<file path="src/rtl/moore_t_fsm.sv">
// -----------------------------------------------------------------------------
// moore_t_fsm
//
// Moore serial sequence detector for the bit pattern 1011. The state register
// is three T flip-flops: each bit toggles when its T input is 1, and
// T = cur ^ next. That makes the registered state identical to a plain
// D-register driven by the same next-state logic.
//
// The detect flag z is decoded from the current state only, never from x.
// z is high for exactly one cycle after the edge that samples the final 1.
//
// Parameters:
//   OVERLAP : 1 = after a match, the "10" suffix is reused (S4 -x=0-> S2)
//             0 = after a match, detection restarts (S4 -x=0-> S0)
//   CNT_W   : width of the saturating match counter (optional feature)
//
// Optional feature (macro MOORE_T_COUNT_EN):
//   Adds output match_count. It increments on every edge whose next state is
//   S4, saturates at all-ones, and is cleared by reset.
//
// Ports:
//   clk         in   system clock, rising edge
//   reset       in   synchronous active-high reset
//   x           in   serial data bit
//   z           out  detect flag, 1 while in S4
//   state       out  current 3-bit state encoding (debug)
//   match_count out  [CNT_W-1:0] detection count (MOORE_T_COUNT_EN only)
// -----------------------------------------------------------------------------
module moore_t_fsm #(
  parameter int OVERLAP = 1,
  parameter int CNT_W   = 8
) (
  input  logic             clk,
  input  logic             reset,
  input  logic             x,
  output logic             z,
  output logic [2:0]       state
`ifdef MOORE_T_COUNT_EN
  ,
  output logic [CNT_W-1:0] match_count
`endif
);

  typedef enum logic [2:0] {
    S0 = 3'b000,  // idle
    S1 = 3'b001,  // seen "1"
    S2 = 3'b010,  // seen "10"
    S3 = 3'b011,  // seen "101"
    S4 = 3'b100   // seen "1011"
  } state_e;

  // A zero-width counter is meaningless, so catch it at elaboration.
  if (CNT_W < 1) begin : g_bad_cnt_w
    $error("moore_t_fsm: CNT_W must be at least 1");
  end

  logic [2:0] state_q;     // T flip-flop outputs
  logic [2:0] next_state;  // next state the transition table asks for
  logic [2:0] t;           // toggle enables, one per state bit

  // Next-state logic. Illegal encodings (101, 110, 111) fall into the default
  // and return to S0 whatever x is.
  // NOTE: next_state is assigned first, before the case, so every path
  // through the block drives it and no latch is inferred.
  always_comb begin
    next_state = S0;
    case (state_q)
      S0:      next_state = x ? S1 : S0;
      S1:      next_state = x ? S1 : S2;
      S2:      next_state = x ? S3 : S0;
      S3:      next_state = x ? S4 : S2;
      S4: begin
        if (x)                next_state = S1;
        else if (OVERLAP != 0) next_state = S2;
        else                  next_state = S0;
      end
      default: next_state = S0;
    endcase
  end

  // A T flip-flop toggles exactly the bits that must change.
  assign t = state_q ^ next_state;

  // State register, plus the optional counter. Reset is synchronous and
  // takes priority over x and over the current state.
  // NOTE: sequential state uses non-blocking assignments, so every flop
  // samples values from before the clock edge.
  always_ff @(posedge clk) begin
    if (reset) begin
      state_q <= S0;
    end else begin
      state_q <= state_q ^ t;
    end
  end

`ifdef MOORE_T_COUNT_EN
  // Counts edges that enter S4. It holds at all-ones instead of wrapping, so
  // a saturated value means "at least this many".
  always_ff @(posedge clk) begin
    if (reset) begin
      match_count <= '0;
    end else if ((next_state == S4) && (match_count != '1)) begin
      match_count <= match_count + CNT_W'(1);
    end
  end
`endif

  // Moore outputs: functions of the state register only.
  assign z     = (state_q == S4);
  assign state = state_q;

endmodule

</file>
<file path="config.mk">
export PLATFORM = sky130hd
export DESIGN_NAME = moore_t_fsm
export DESIGN_NICKNAME = d
export VERILOG_FILES = /design/src/rtl/moore_t_fsm.sv
export SDC_FILE = /design/constraint.sdc
export NUM_CORES = 1
export LEC_CHECK = 0
export CORE_AREA = 3 3 40 42
export CTS_CLUSTER_SIZE = 12
export DETAILED_ROUTE_END_ITERATION = 12
export DIE_AREA = 0 0 43 45
export PLACE_DENSITY = 0.36
export SYNTH_ARGS = -nofsm -noshare
export SYNTH_HDL_FRONTEND = slang
export SYNTH_SLANG_ARGS = --single-unit
</file>
<file path="constraint.sdc">
create_clock -name clk -period 1.5 [get_ports clk]
set_input_delay 0.375 -clock clk [delete_from_list [all_inputs] [get_ports clk]]
set_output_delay 0.375 -clock clk [all_outputs]
set_load 0.03 [all_outputs]
</file>
Word-level counts from Yosys, hierarchy flattened

Index checks and enable logic that the tools add are counted.

Equality and inequality tests: 4
Reduce and logical (&&, ||, !) cells: 2
Multiplexer cells: 5
Bitwise logic cells: 2

Operators with widths:

| kind                 | count |
|---|---|
| $pmux W3 S4          | 1 |
| $eq A3 B2 Y1 const B | 2 |
| $xor A3 B3 Y3        | 2 |
| $mux W2              | 2 |
| $eq A3 B1 Y1 const B | 1 |
| $eq A3 B3 Y1 const B | 1 |
| $logic_not A3 Y1     | 1 |
| $mux W3              | 1 |
| $reduce_or A2 Y1     | 1 |
| $mux W1              | 1 |

Output and inout port bits: 4
Word-level logic and storage cells: 14
Register bits: 3

Logic depth before layout (Yosys ltp)

Word-level depth: 5
Gate-level depth with buffers: 2
Gate-level depth less buffers: 2

Worst setup path after synthesis

Ideal clock, no wire load.

Kind: reg2out
Start: register state_q[2] (netlist: state[2])
End: output z
Path slack: -208 ps
Stages on the path, launching flop included: 2
Data arrival time: 1333 ps
Path through: dfxtp_1 -> nor3b_1

Word-level cells in the longest chain between the ends: 1

RTL lines:

| item                   | RTL line | RTL |
|---|---|---|
| from (decl)            | 57       | `logic [2:0] state_q;` |
| from (signal assigned) | 92       | `state_q <= state_q ^ t;` |
| $eq A3 B3 Y1           | 109      | `assign z = (state_q == S4);` |
| to (decl)              | 36       | `output logic z,` |

Every way passes these cells.

Final worst setup path

Start: input x
End: register state_q[1] (netlist: state[1])

Word-level cells in the longest chain between the ends: 4

RTL lines:

| item                            | RTL line | RTL |
|---|---|---|
| from (decl)                     | 35       | `input logic x,` |
| $mux W2 (tied with other cells) | 73       | `if (x) next_state = S1;` |
| $pmux W3 S4 *                   | 67       | `case (state_q)` |
| $xor A3 B3 Y3 *                 | 82       | `assign t = state_q ^ next_state;` |
| $xor A3 B3 Y3 *                 | 92       |  |

Mark *: on every way between the ends. The rest lies on a longest branch, timed or not.
A chain may end at the register's enable or synchronous reset.

==> results.tsv <==
metric	value	unit
core area	1280	sq um
clk sinks	3	
Die Wd	43	um
Post-Synth Adder-Cell Area	7.34	%
commonest non-fill, non-tap cell in the layout	buf_4	
Synth Area in Compound Gates	4.59	%
clock buffer depth	2	
io pins	7	
critical path cell sequence	clkdlybuf4s50_1, or4bb_1, a31oi_1	
outcome	finished clean	
worst-path cell with the longest stage delay	clkdlybuf4s50_1	
Synth Area per Inst	11.4	sq um
power density over cell area	985	nW/um^2
first-pass GRT wire length	648	um
die area	1940	sq um
xor/xnor share of the synthesized area	0	%
Filler cells	152	
max reg flops	3	
DR iter-0 viols	2	
Reg clk slew, reported paths	40	ps
drt pass-1 iters	4	
Std-Cell Rows	13	
vias in the first global route	158	
largest net degree at the start of global routing	8	
antenna cell count	0	
fin crit share	95.5	%
maximum VDD drop	0.151	mV
Antenna Nets Post-Route	0	
layout cells sized above 1	33.3	%
Starting Density	10.6	%
largest fanout on the critical path	5	
Power Total	0.000250	W
max_cap viols	0	
fmax	698	MHz
Post-Route WL	374	um
final setup fails	0	
Mapped Nets	15	
CTS buffer count	3	
number of distinct library cells after synthesis	8	
Crit path arrival time	1580	ps
commonest non-fill, non-tap cells in the layout	4 x buf_4, 3 x clkbuf_4, 3 x dfxtp_1	
Worst Hold Class	reg2reg	
crit end category	flop	
Placed Area	230	sq um
die height	45	um
Final Hold Vio Count	0	
worst slew pin tran	304	ps
Post-Syn Area	136	sq um
clk_lat worst skew	230	ps
Leakage Power	0.104	nW
multiplexer share of the synthesized area	0	%
Finished Cell Area	254	sq um
GRT Util Overall	5.57	%
initial antenna violation count	0	
WS Path Type	in2reg	
Post-Syn Instances	12	
Max transition margin	79.8	%
Final GP Congestion	0.680	
CP Data Required Time	1650	ps
nets@finish	28	
TritonCTS clock tree	done	
total number of vias	155	
CP startpoint kind	input port	
#FFs+latches synth	3	
Min Clock Period, post-route	1430	ps
Final Max Slew Viols	0	
clk_skew	5.15	ps
register area share after synthesis	44.0	%
number of remaining DRC errors	0	
slowest cell delay on critical path	510	ps
largest family of logic cells by synthesized area	simple AND/OR/NAND/NOR gates	
unrepaired setup endpoints after global routing	false	
simple-gate portion of the synthesized area	44.0	%
Root Buffer Master	clkbuf_4	
Syn-to-layout area delta	86.2	%
GRT overflow	0	
DR vias/cell	3.97	
H-tree level count	1	
setup bufs post-CTS	0	
Synthesis Warnings	0	
WL/cell	9.59	um
port buffer count	6	
==> worst max-delay path, delay by kind of cell <==
kind                   cells  cell delay (ps)
and+or+nand+nor            1              490
buffers and inverters      1              510
AOI/OAI and AO/OA          1              200
==> cell type report <==
type                       count  area (sq um)  share of cell area, %
timing repair buffer           8          67.6                   26.6
multi-input combinational      9          81.3                   32.0
tap                           15          18.8                   7.39
sequential                     3          60.1                   23.6
clock buffer                   4          26.3                   10.3
==> report_power, final <==
group,switching [W],internal [W]
Combinational,0.0000116,0.0000126
Sequential,0.00000307,0.0000830
Clock,0.0000405,0.0000995
==> synth_stat cells <==
master | count | share of area, %
nand3b_1 | 1 | 5.5
nor3b_1 | 3 | 17
maj3_1 | 1 | 7.3
or4b_1 | 1 | 7.3
a31oi_1 | 1 | 4.6
or4bb_1 | 1 | 8.3
or3b_1 | 1 | 6.4
dfxtp_1 | 3 | 44
==> timing repair <==
| action | CTS | global route |
|---|---|---|
| endpoints found under the hold margin | 0 | 0 |
| setup endpoints to repair | 2 | 0 |
| resized for setup | 2 | 0 |
| hold buffers | 0 | 0 |
==> final timing paths <==
kind,startpoint,end,slack [ps],cells after the start
hold reg to reg,state[0]$_SDFF_PP0_,state[2]$_SDFF_PP0_,570,2
hold / removal,state[0]$_SDFF_PP0_,state[2]$_SDFF_PP0_,570,2
setup reg to reg,state[1]$_SDFF_PP0_,state[1]$_SDFF_PP0_,310,3
setup / recovery,x,state[1]$_SDFF_PP0_,70,3
==> metrics by stage <==
step / hold slack, ps / setup slack [ps] / util (%) / cells / setup TNS, ps
floorplan: 444 / 66.9 / - / 12 / 0
global placement: 556 / -147 / 17.9 / 35 / -147
detailed placement: 553 / -179 / 17.9 / 35 / -179
CTS: 561 / 60.6 / 19.8 / 39 / 0
global route: 602 / 12.3 / 19.8 / 39 / 0
finish: 566 / 67.8 / 19.8 / 39 / 0
==> kinds of logic (layout without fill, tap and decap cells) <==
kind of cell    count (synthesis)  count (layout)
fa+ha+maj                       1               1
compound gates                  1               1
flops                           3               3
buf+inv                         0              12
simple gates                    7               7
==> routing by layer <==
metal  GRT usage (%)  vias up  wire length (um)
li1                -       71                 -
met4            12.7        0                24
met5               0        -                 0
met2            8.08        6               206
met1            3.60       76               120
met3            1.59        2                23
No activity file was read; power rests on OpenSTA's default activity.
